[config.mk]
export PLATFORM = sky130hd
export DESIGN_NAME = vout_timing_gen_cfg
export DESIGN_NICKNAME = d
export VERILOG_FILES = /design/src/rtl/vout_timing_gen_cfg.sv
export SDC_FILE = /design/constraint.sdc
export NUM_CORES = 1
export LEC_CHECK = 0
export ABC_AREA = 1
export CAP_MARGIN = 30
export CORE_MARGIN = 2
export CORE_UTILIZATION = 50
export CTS_CLUSTER_DIAMETER = 120
export DETAILED_ROUTE_END_ITERATION = 10
export GPL_TIMING_DRIVEN = 0
export PLACE_DENSITY = 0.72
export SKIP_CTS_REPAIR_TIMING = 1
export SYNTH_ARGS = -nofsm -noshare
export SYNTH_HDL_FRONTEND = slang
export SYNTH_SLANG_ARGS = --single-unit
[constraint.sdc]
create_clock -name dp_clk -period 4.6 [get_ports dp_clk]
set_input_delay 0.92 -clock dp_clk [delete_from_list [all_inputs] [get_ports dp_clk]]
set_output_delay 0.92 -clock dp_clk [all_outputs]
set_load 0.02 [all_outputs]
[src/rtl/vout_timing_gen_cfg.sv]
// vout_timing_gen_cfg: video timing generator producing HS/VS/DE and frame/line strobes.
// Timing loads into a shadow copy and is applied only at a frame boundary.
// Ports:
//   dp_clk, rst_n        pixel clock, asynchronous active-low reset
//   run                  1 = generate timing, 0 = idle with counters at 0
//   cfg_load             1-cycle strobe capturing cfg_h_*/cfg_v_*/cfg_*_pol
//   cfg_pending, cfg_err config waiting for frame end / rejected load pulse
//   hs, vs, de           registered syncs (configured polarity) and active video
//   frame_start          1-cycle pulse at h=0,v=0
//   line_start           1-cycle pulse at every h=0
// Optional: define VTG_COORD_EN to add x_pos/y_pos (active-area coordinates, aligned with de).
module vout_timing_gen_cfg #(
   parameter int CW = 12
) (
   input  logic          dp_clk,
   input  logic          rst_n,
   input  logic          run,
   input  logic          cfg_load,
   input  logic [CW-1:0] cfg_h_fp,
   input  logic [CW-1:0] cfg_h_sync,
   input  logic [CW-1:0] cfg_h_bp,
   input  logic [CW-1:0] cfg_h_active,
   input  logic [CW-1:0] cfg_v_fp,
   input  logic [CW-1:0] cfg_v_sync,
   input  logic [CW-1:0] cfg_v_bp,
   input  logic [CW-1:0] cfg_v_active,
   input  logic          cfg_hs_pol,
   input  logic          cfg_vs_pol,
   output logic          cfg_pending,
   output logic          cfg_err,
   output logic          hs,
   output logic          vs,
   output logic          de,
   output logic          frame_start,
   output logic          line_start
`ifdef VTG_COORD_EN
   ,
   output logic [CW-1:0] x_pos,
   output logic [CW-1:0] y_pos
`endif
);
   localparam int SW = CW + 2;
   typedef struct packed {
      logic [CW-1:0] h_fp, h_sync, h_bp, h_act, v_fp, v_sync, v_bp, v_act;
      logic          hs_pol, vs_pol;
   } cfg_t;
   cfg_t cfg_in, shd_q, shd_d, app_q, app_d;
   logic [CW-1:0] h_q, h_d, v_q, v_d;
   logic [SW-1:0] in_h_tot, in_v_tot, h_ext, v_ext;
   logic [SW-1:0] hs_end, vs_end, h_start, v_start, h_tot, v_tot;
   logic val_q, val_d, act_q, pend_d, err_d;
   logic cfg_ok, load_ok, run_eff, h_wrap, v_wrap, at_end, direct, g;
   logic hs_d, vs_d, de_d, fs_d, ls_d;
`ifdef VTG_COORD_EN
   logic [CW-1:0] x_d, y_d;
`endif
   assign cfg_in = '{h_fp: cfg_h_fp, h_sync: cfg_h_sync, h_bp: cfg_h_bp, h_act: cfg_h_active,
                     v_fp: cfg_v_fp, v_sync: cfg_v_sync, v_bp: cfg_v_bp, v_act: cfg_v_active,
                     hs_pol: cfg_hs_pol, vs_pol: cfg_vs_pol};
   always_comb begin
      in_h_tot = SW'(cfg_h_fp) + SW'(cfg_h_sync) + SW'(cfg_h_bp) + SW'(cfg_h_active);
      in_v_tot = SW'(cfg_v_fp) + SW'(cfg_v_sync) + SW'(cfg_v_bp) + SW'(cfg_v_active);
      cfg_ok   = (cfg_h_sync != '0) && (cfg_h_active != '0) && (cfg_v_sync != '0) && (cfg_v_active != '0)
              && (in_h_tot <= SW'((1 << CW) - 1)) && (in_v_tot <= SW'((1 << CW) - 1));
      hs_end   = SW'(app_q.h_fp) + SW'(app_q.h_sync);
      vs_end   = SW'(app_q.v_fp) + SW'(app_q.v_sync);
      h_start  = hs_end + SW'(app_q.h_bp);
      v_start  = vs_end + SW'(app_q.v_bp);
      h_tot    = h_start + SW'(app_q.h_act);
      v_tot    = v_start + SW'(app_q.v_act);
      h_ext    = SW'(h_q);
      v_ext    = SW'(v_q);
      run_eff  = run && val_q;
      h_wrap   = h_ext == h_tot - SW'(1);
      v_wrap   = v_ext == v_tot - SW'(1);
      at_end   = run_eff && h_wrap && v_wrap;
      load_ok  = cfg_load && cfg_ok;
      // a config may take effect now when idle, or at the last pixel of a frame if one is waiting
      direct   = !run_eff || (cfg_pending && at_end);
      shd_d    = load_ok ? cfg_in : shd_q;
      app_d    = (load_ok && direct) ? cfg_in : (cfg_pending && direct) ? shd_q : app_q;
      val_d    = val_q || (load_ok && direct);
      pend_d   = direct ? 1'b0 : (cfg_pending || load_ok);
      err_d    = cfg_load && !cfg_ok;
      h_d      = (!run_eff || h_wrap) ? '0 : h_q + CW'(1);
      v_d      = !run_eff ? '0 : h_wrap ? (v_wrap ? '0 : v_q + CW'(1)) : v_q;
      // decode stays enabled one extra cycle after run drops so the last counter state still reaches the outputs
      g        = run_eff || act_q;
      hs_d     = (g && h_ext >= SW'(app_q.h_fp) && h_ext < hs_end) ? app_q.hs_pol : !app_q.hs_pol;
      vs_d     = (g && v_ext >= SW'(app_q.v_fp) && v_ext < vs_end) ? app_q.vs_pol : !app_q.vs_pol;
      de_d     = g && h_ext >= h_start && v_ext >= v_start;
      fs_d     = g && h_q == '0 && v_q == '0;
      ls_d     = g && h_q == '0;
`ifdef VTG_COORD_EN
      x_d      = de_d ? CW'(h_ext - h_start) : '0;
      y_d      = de_d ? CW'(v_ext - v_start) : '0;
`endif
   end
   always_ff @(posedge dp_clk or negedge rst_n)
      if (!rst_n) begin
         shd_q       <= '0;
         app_q       <= '0;
         val_q       <= 1'b0;
         act_q       <= 1'b0;
         h_q         <= '0;
         v_q         <= '0;
         cfg_pending <= 1'b0;
         cfg_err     <= 1'b0;
         hs          <= 1'b0;
         vs          <= 1'b0;
         de          <= 1'b0;
         frame_start <= 1'b0;
         line_start  <= 1'b0;
`ifdef VTG_COORD_EN
         x_pos       <= '0;
         y_pos       <= '0;
`endif
      end else begin
         shd_q       <= shd_d;
         app_q       <= app_d;
         val_q       <= val_d;
         act_q       <= run_eff;
         h_q         <= h_d;
         v_q         <= v_d;
         cfg_pending <= pend_d;
         cfg_err     <= err_d;
         hs          <= hs_d;
         vs          <= vs_d;
         de          <= de_d;
         frame_start <= fs_d;
         line_start  <= ls_d;
`ifdef VTG_COORD_EN
         x_pos       <= x_d;
         y_pos       <= y_d;
`endif
      end
endmodule

== After elaboration in Yosys (flattened, before gate mapping) ==
Index checks and enable logic that the tools add are counted.

* Input port bits: 102
* Output and inout port bits: 7
* Register bits: 229
* Word-level logic and storage cells: 104

* $add $sub $neg: 16
* Magnitude comparators: 8
* Reduce and logical (&&, ||, !) cells: 37
* Multiplexer cells: 9
* Eq/ne operators: 3

{| class="wikitable"
|+ Operator list
! kind !! count
|-
| $mux W98 || 2
|-
| $add A13 B12 Y14 || 4
|-
| $add A14 B12 Y14 || 4
|-
| $add A12 B12 Y13 || 4
|-
| $mux W12 || 4
|-
| $reduce_bool A12 Y1 || 4
|-
| $eq A12 B14 Y1 || 2
|-
| $ge A12 B14 Y1 || 2
|-
| $le A14 B12 Y1 const B || 2
|-
| $sub A14 B1 Y14 const B || 2
|-
| $lt A12 B13 Y1 || 2
|-
| $add A12 B1 Y12 const B || 2
|-
| $ge A12 B12 Y1 || 2
|-
| $logic_not A12 Y1 || 2
|-
| $logic_and A1 B1 Y1 || 21
|-
| $logic_or A1 B1 Y1 || 5
|-
| $logic_not A1 Y1 || 4
|-
| $mux W1 || 3
|-
| $ne A2 B1 Y1 const B || 1
|-
| $reduce_bool A2 Y1 || 1
|}

== Logic depth before layout (Yosys ltp) ==
Gate-level depths: netlist of the first run.

* Depth in word-level cells: 12
* Mapped depth: 36
* Mapped depth without buffers: 34

== Worst setup path after synthesis of the first run ==
No wires, ideal clock.

* Path kind: flip-flop to flip-flop
* Start point: reg app_q[86] (netlist bit)
* End point: reg app_q[39] (netlist bit)
* Cell stages (with the launch flop): 35
* Period minus slack after synthesis: 5.015 ns
* Required time: 4.483 ns
* Library setup time: 0.117 ns
* Buffers on the path: 2
* Data arrival time: 4.898 ns
* Slack: -0.415 ns
* Cells stage by stage: dfrtp_1 ha_1 inv_1 fa_1 o21ai_0 a21oi_1 o21bai_1 xor2_1 ha_1 inv_1 nor3_1 nand3_1 o2111ai_1 a21oi_1 o21ai_0 xnor2_1 ha_1 inv_1 ha_1 nand2_1 a21oi_1 nor2_1 nand3_1 nand2_1 nand2_1 inv_1 nand3_1 nor2_4 nand3_2 nand2_4 nand2_1 buf_2 buf_2 nand2_1 nand2_1

* Cells in the longest elaborated chain, start to end: 11
* Elaborated cells on any way between the ends: 13
* Classes of those cells: 4 x add/sub; 1 x eq/ne; 1 x mux; 7 x reduce/logical

{| class="wikitable"
|+ RTL lines
! element !! line !! source
|-
| from (decl) || 47 || <nowiki>cfg_t cfg_in, shd_q, shd_d, app_q, app_d;</nowiki>
|-
| from (signal assigned) || 120 || <nowiki>app_q <= app_d;</nowiki>
|-
| $add A12 B12 Y13 (*) || 65 || <nowiki>hs_end = SW'(app_q.h_fp) + SW'(app_q.h_sync);</nowiki>
|-
| $add A13 B12 Y14 (*) || 67 || <nowiki>h_start = hs_end + SW'(app_q.h_bp);</nowiki>
|-
| $add A14 B12 Y14 (*) || 69 || <nowiki>h_tot = h_start + SW'(app_q.h_act);</nowiki>
|-
| $sub A14 B1 Y14 (*) || 74 || <nowiki>h_wrap = h_ext == h_tot - SW'(1);</nowiki>
|-
| $eq A12 B14 Y1 (*) || 74 ||
|-
| $logic_and A1 B1 Y1 (*) (2 in a row) || 76 || <nowiki>at_end = run_eff && h_wrap && v_wrap;</nowiki>
|-
| $logic_and A1 B1 Y1 (*) || 79 || <nowiki>direct = !run_eff || (cfg_pending && at_end);</nowiki>
|-
| $logic_or A1 B1 Y1 (*) || 79 ||
|-
| $logic_and A1 B1 Y1 || 81 || <nowiki>app_d = (load_ok && direct) ? cfg_in : (cfg_pending && direct) ? shd_q : app_q;</nowiki>
|-
| $mux W98 or $reduce_bool A2 Y1 (tied branches) || -- ||
|}

Mark *: on every way between the ends. The rest lies on a longest branch, timed or not.
A chain may end at the register's enable or synchronous reset.

== Final worst setup path of the first run ==
* Start point: reg app_q[86] (netlist bit)
* End point: reg app_q[68] (netlist bit)

Same word-level chain as after synthesis.

==> results of run 1 <==
layout make-up:
| type | count | area (µm²) | area share [%] |
|---|---|---|---|
| multi-input combinational | 1685 | 11200 | 50.3 |
| inverter | 453 | 1700 | 7.66 |
| clock inverter | 15 | 200 | 0.901 |
| sequential | 229 | 5730 | 25.8 |
| buffer | 64 | 541 | 2.43 |
| clock buffer | 36 | 802 | 3.61 |
| timing repair buffer | 138 | 1490 | 6.69 |
| tap | 461 | 577 | 2.60 |
cells in the mapped netlist, drive strengths merged (3+ instances only):
master   instances
nand2          667
inv            453
dfrtp          229
nor2           220
ha             196
a21oi          170
nand3          127
xor2            58
fa              54
o21ai           51
nand3b          40
buf             34
clkbuf          30
nand4           20
xnor2           20
nor3            12
nor4            12
o21bai           8
o211ai           6
a21o             4
or2              4
o2111ai          3
o21a             3
critical path, delay by kind of cell (launching register included):
kind            cells  cell delay (ns)
xor+xnor            2             0.42
buf+inv             4             0.41
fa+ha+maj           5             1.59
compound gates      7             0.97
simple gates       16             1.60
flops               1             0.38
cell families after synthesis:
family | Yosys count | share of synthesized area, %
simple gates | 1106 | 25.8
compound gates | 251 | 7.44
fa+ha+maj | 250 | 19.7
buf+inv | 517 | 11.3
flops | 229 | 32.0
xor+xnor | 78 | 3.81
layer usage:
metal | vias up | wire, µm | part of all wire (%)
li1 | 7911 | - | -
met1 | 7572 | 23200 | 46
met2 | 423 | 23900 | 47
met3 | 69 | 2690 | 5.3
met4 | 0 | 993 | 2.0
met5 | - | 0 | 0
registers in the layout, indices dropped and copies added (netlist names):
register	count
hs	1
shd_q	98
val_q	1
frame_start	1
vs	1
line_start	1
de	1
act_q	1
cfg_pending	1
v_q	12
app_q	98
h_q	12
cfg_err	1
through the flow:
step / worst slack (ns) / cell area (µm²) / cells / setup TNS (ns) / utilization (%)
CTS: -1.11 / 20800 / 3052 / -119.60 / 58.7
floorplan: -0.0802 / 18100 / 2431 / -5.52 / -
global route: -1.07 / 22200 / 3081 / -122.57 / 62.6
detailed placement: -1.04 / 19800 / 3001 / -159.24 / 55.8
finish: -0.871 / 22200 / 3081 / -94.04 / 62.6
global placement: -7.31 / 19800 / 2999 / -1813.11 / 55.7
final timing paths:
kind / from / to / slack (ns) / cells after the start
worst max-delay path: app_q[86]$_DFFE_PN0P_ / app_q[68]$_DFFE_PN0P_ / -0.87 / 34
worst min-delay path: rst_n / shd_q[43]$_DFFE_PN0P_ / 0.30 / 1
worst max register to register: app_q[86]$_DFFE_PN0P_ / app_q[68]$_DFFE_PN0P_ / -0.87 / 34
worst min register to register: app_q[56]$_DFFE_PN0P_ / app_q[56]$_DFFE_PN0P_ / 0.48 / 2
max in group asynchronous: rst_n / v_q[4]$_DFFE_PN0N_ / 3.41 / 2
min in group dp_clk: app_q[56]$_DFFE_PN0P_ / app_q[56]$_DFFE_PN0P_ / 0.48 / 2
==> impl_metrics.json, run 1 <==
{
  "seq_area_frac_synth_pct": 32.0,
  "slew-limit-headroom_pct": 57.6,
  "die-area_um2": 37400,
  "die_x_um": 193,
  "final_max_slew_viol_count": 0,
  "slowest_delay_ns": 0.43,
  "min_period_ns": 5.47,
  "final_critical_path_setup_slack_ns": -0.871,
  "n_fill_cell": 3015,
  "report.final.hold_viol_count": 0,
  "crit_path_max_fanout": 10,
  "initial_core_util_pct": 50.5,
  "floorplan.rows": 69,
  "ratio_of_cells_with_drive_above_1_in_the_final_layout_pct": 14.6,
  "clockBufferDepth": 3,
  "via_count": 16000,
  "syn_area_per_cell_um2": 7.38,
  "clkSinkCount": 229,
  "detail_route.first_pass.iterations": 5,
  "cap_violations": 0,
  "synth_async_sr_flop_share_pct": 100,
  "worst-endpoint-arrival_ns": 5.97,
  "global_route.peak_usage_layer": "met2",
  "antennaDiodeCount": 0,
  "track_usage_pct": 26.3,
  "wirelength_mm": 50.8,
  "place.port_buffers": 107,
  "antenna_found_initial": 0,
  "grt-ovfl-total": 0,
  "netlist_instances": 2431,
  "routed_wire_length_per_instance_um": 16.5,
  "crit_type": "flip-flop to flip-flop",
  "synth_cell_type_count": 41,
  "grt_setup_unrepaired": "true",
  "status": "complete, but fails checks",
  "cts.htree.levels": 1,
  "synth_fp_nets": 2783,
  "layout_worst_path_cycle_share_pct": 119,
  "netlist_top_cells_area": "dfrtp_1 (32%), nand2_1 (14%), ha_1 (14%), inv_1 (9.4%), fa_1 (6.0%)",
  "clk-insertion-delay-late_ns": 0.56,
  "synthDominantAreaCellType": "dfrtp_1",
  "tritoncts_buffers": 28,
  "coreArea_um2": 35500,
  "whs_ns": 0.297,
  "worst_slew_pin_slew_ns": 0.635,
  "clock_tree.root_cell": "clkbuf_16",
  "mappedNetlistArea_um2": 17900,
  "critPathMostFrequentCell": "nand3_2",
  "drt.antenna.violating_nets": 0,
  "report.final.setup_viol": 124,
  "count_of_warnings_emitted_by_yosys": 0,
  "endpoint_kind": "flip-flop",
  "cts_tree": "built",
  "clk_pin_slew_worst_paths_ns": 0.06,
  "global_route_wire_length_before_repair_mm": 79.5,
  "avgViaCountPerCell": 5.19,
  "initial_detailed_routing_violation_count": 971,
  "kind_of_path_behind_the_tightest_hold_check": "input port to async pin",
  "mostFrequentLayoutCells": "nand2_1 (572), inv_1 (428), dfrtp_1 (229)",
  "io_pins": 109,
  "ys_ff_latch": 229,
  "max_clock_freq_mhz": 183,
  "place.detailed.hpwl_mm": 39.5,
  "failed_checks": "negative setup slack",
  "most_common_cell_after_layout_fill_and_taps_aside": "nand2_1",
  "area.growth.synth_to_final_pct": 23.8,
  "die-height_um": 193,
  "use_met1_pct": 37.7,
  "drc": 0,
  "yosysTopAreaCellShare_pct": 32.0,
  "postSynth.topFlopCell": "dfrtp_1",
  "required_arrival_time_at_the_worst_endpoint_ns": 5.09,
  "grt_pass1_vias": 15300,
  "critPathSlowestCell": "fa_2",
  "groute.layer.met2.usage_pct": 42.6,
  "critPathLaunchType": "flip-flop",
  "finalClockSkew_ns": 0.0199,
  "grt_max_degree": 94,
  "place_congestion": 0.974,
  "number_of_flops_mapped_to_enable_cells_by_yosys": 0,
  "layout.nets": 2951,
  "gr-usage-met3_pct": 3.10
}
Power of run 1 is left out: the tool's default activity adds up to more than one toggle a clock period on the data nets, which glitch-free logic cannot reach.
==> inputs of run 2 (changes only) <==
--- a/config.mk
+++ b/config.mk
@@ -7,12 +7,13 @@
 export LEC_CHECK = 0
 export ABC_AREA = 1
 export CAP_MARGIN = 30
-export CORE_MARGIN = 2
-export CORE_UTILIZATION = 50
+export CORE_MARGIN = 3
+export CORE_UTILIZATION = 55
 export CTS_CLUSTER_DIAMETER = 120
 export DETAILED_ROUTE_END_ITERATION = 10
+export GPL_ROUTABILITY_DRIVEN = 0
 export GPL_TIMING_DRIVEN = 0
-export PLACE_DENSITY = 0.72
+export PLACE_DENSITY = 0.78
 export SKIP_CTS_REPAIR_TIMING = 1
 export SYNTH_ARGS = -nofsm -noshare
 export SYNTH_HDL_FRONTEND = slang
==> impl_metrics.json, run 2 (synthesized netlist as in run 1, its figures left out) <==
{
  "clkSinkCount": 229,
  "crit_path_start": "app_q[86]$_DFFE_PN0P_",
  "multi_input_area_um2": 11000,
  "endpoint_kind": "flip-flop",
  "wl_met2_mm": 24.3,
  "regArea_um2": 5730,
  "worst_r2r_startpoint": "app_q[86]$_DFFE_PN0P_",
  "detail_route.first_pass.iterations": 6,
  "cap_violations": 0,
  "finish.utilization_pct": 68.7,
  "drt.antenna.violating_nets": 0,
  "die_x_um": 187,
  "preCtsSetupSlack_ns": -1.08,
  "worst_slew_pin_slew_ns": 0.576,
  "clk_pin_slew_worst_paths_ns": 0.06,
  "placed_cells_incl_taps": 2975,
  "grt_setup_unrepaired": "true",
  "wl_met3_mm": 3.58,
  "track_usage_pct": 28.0,
  "slew-limit-headroom_pct": 61.6,
  "global_route_wire_length_before_repair_mm": 80.1,
  "clk-insertion-delay-late_ns": 0.54,
  "clock_tree.root_cell": "clkbuf_16",
  "floorplan.rows": 65,
  "die-height_um": 187,
  "tritoncts_buffers": 26,
  "min_period_ns": 5.59,
  "cts.htree.levels": 1,
  "most_common_cell_after_layout_fill_and_taps_aside": "nand2_1",
  "placed_cell_area_um2": 19800,
  "initial_core_util_pct": 56.3,
  "die-area_um2": 34800,
  "failed_checks": "negative setup slack",
  "grt_max_degree": 110,
  "antennaDiodeCount": 0,
  "crit_path_max_fanout": 9,
  "place.detailed.hpwl_mm": 39.3,
  "ratio_of_cells_with_drive_above_1_in_the_final_layout_pct": 13.1,
  "highest_layer": "met4",
  "slowest_delay_ns": 0.41,
  "coreArea_um2": 31900,
  "critPathSlowestCell": "fa_2",
  "wirelength_mm": 52.0,
  "grt_pass1_vias": 15900,
  "io_pins": 109,
  "grt-ovfl-total": 0,
  "area.growth.synth_to_final_pct": 22.2,
  "n_fill_cell": 2516,
  "worst-endpoint-arrival_ns": 6.06,
  "report.final.setup_viol": 124,
  "initial_detailed_routing_violation_count": 1527,
  "routed_wire_length_per_instance_um": 17.0,
  "max_clock_freq_mhz": 179,
  "layout.nets": 2951,
  "met1_length_mm": 22.6,
  "required_arrival_time_at_the_worst_endpoint_ns": 5.07,
  "drc": 0,
  "report.final.hold_viol_count": 0,
  "finalClockSkew_ns": 0.0147,
  "place.port_buffers": 107,
  "via_count": 16800,
  "avgViaCountPerCell": 5.49,
  "fin_area_um2": 21900,
  "final_max_slew_viol_count": 0,
  "critPathMostFrequentCell": "nand2_1",
  "antenna_found_initial": 0,
  "clockBufferDepth": 3,
  "reg_top3": "app_q: 98 flops, shd_q: 98 flops",
  "final_cells": 3052,
  "crit_type": "flip-flop to flip-flop",
  "layout_worst_path_cycle_share_pct": 122,
  "status": "complete, but fails checks",
  "kind_of_path_behind_the_tightest_hold_check": "input port to async pin",
  "critPathLaunchType": "flip-flop",
  "cts_tree": "built",
  "mostFrequentLayoutCells": "nand2_1 (587), inv_1 (434), dfrtp_1 (229)",
  "final_critical_path_setup_slack_ns": -0.992
}
==> run 2: worst paths after layout <==
check,to,slack (ns),cells past startpoint
max,app_q[24]$_DFFE_PN0P_,-0.99,33
min reg2reg,val_q$_DFF_PN0_,0.48,2
min,h_q[3]$_DFF_PN0_,0.28,1
max in group asynchronous,app_q[15]$_DFFE_PN0P_,3.38,2
min in group dp_clk,val_q$_DFF_PN0_,0.48,2
max reg2reg,app_q[24]$_DFFE_PN0P_,-0.99,33
==> run 2: worst max-delay path, delay by kind of cell, from the launching register on <==
family | cells | cell delay (ns)
xor gates and xnor gates | 2 | 0.34
AOI/OAI and AO/OA | 6 | 0.95
buffers and inverters | 6 | 0.73
adders and majority gates | 5 | 1.47
DFF | 1 | 0.37
and+or+nand+nor | 14 | 1.63
==> run 2: metal layers <==
| metal | vias to the layer above | track usage, % |
|---|---|---|
| li1 | 7934 | - |
| met1 | 7974 | 39.1 |
| met2 | 706 | 46.0 |
| met3 | 139 | 3.70 |
| met4 | 0 | 8.05 |
| met5 | - | 0 |
==> run 2: through the flow <==
stage / hold slack (ns) / TNS [ns]
6_report: 0.284 / -105.51
5_1_grt: 0.316 / -137.90
4_1_cts: 0.295 / -130.46
3_5_place_dp: 0.471 / -156.07
3_3_place_gp: 0.463 / -1772.35
2_1_floorplan: 0.434 / -5.52
==> run 2: layout make-up <==
cell class | instances | area share [%]
tap | 435 | 2.48
buffer | 64 | 2.26
clock buffer | 35 | 3.31
multi-input combinational | 1685 | 50.4
sequential | 229 | 26.2
clock inverter | 11 | 0.662
timing repair buffer | 140 | 6.96
inverter | 453 | 7.78
Power of run 2 is left out for the same reason.
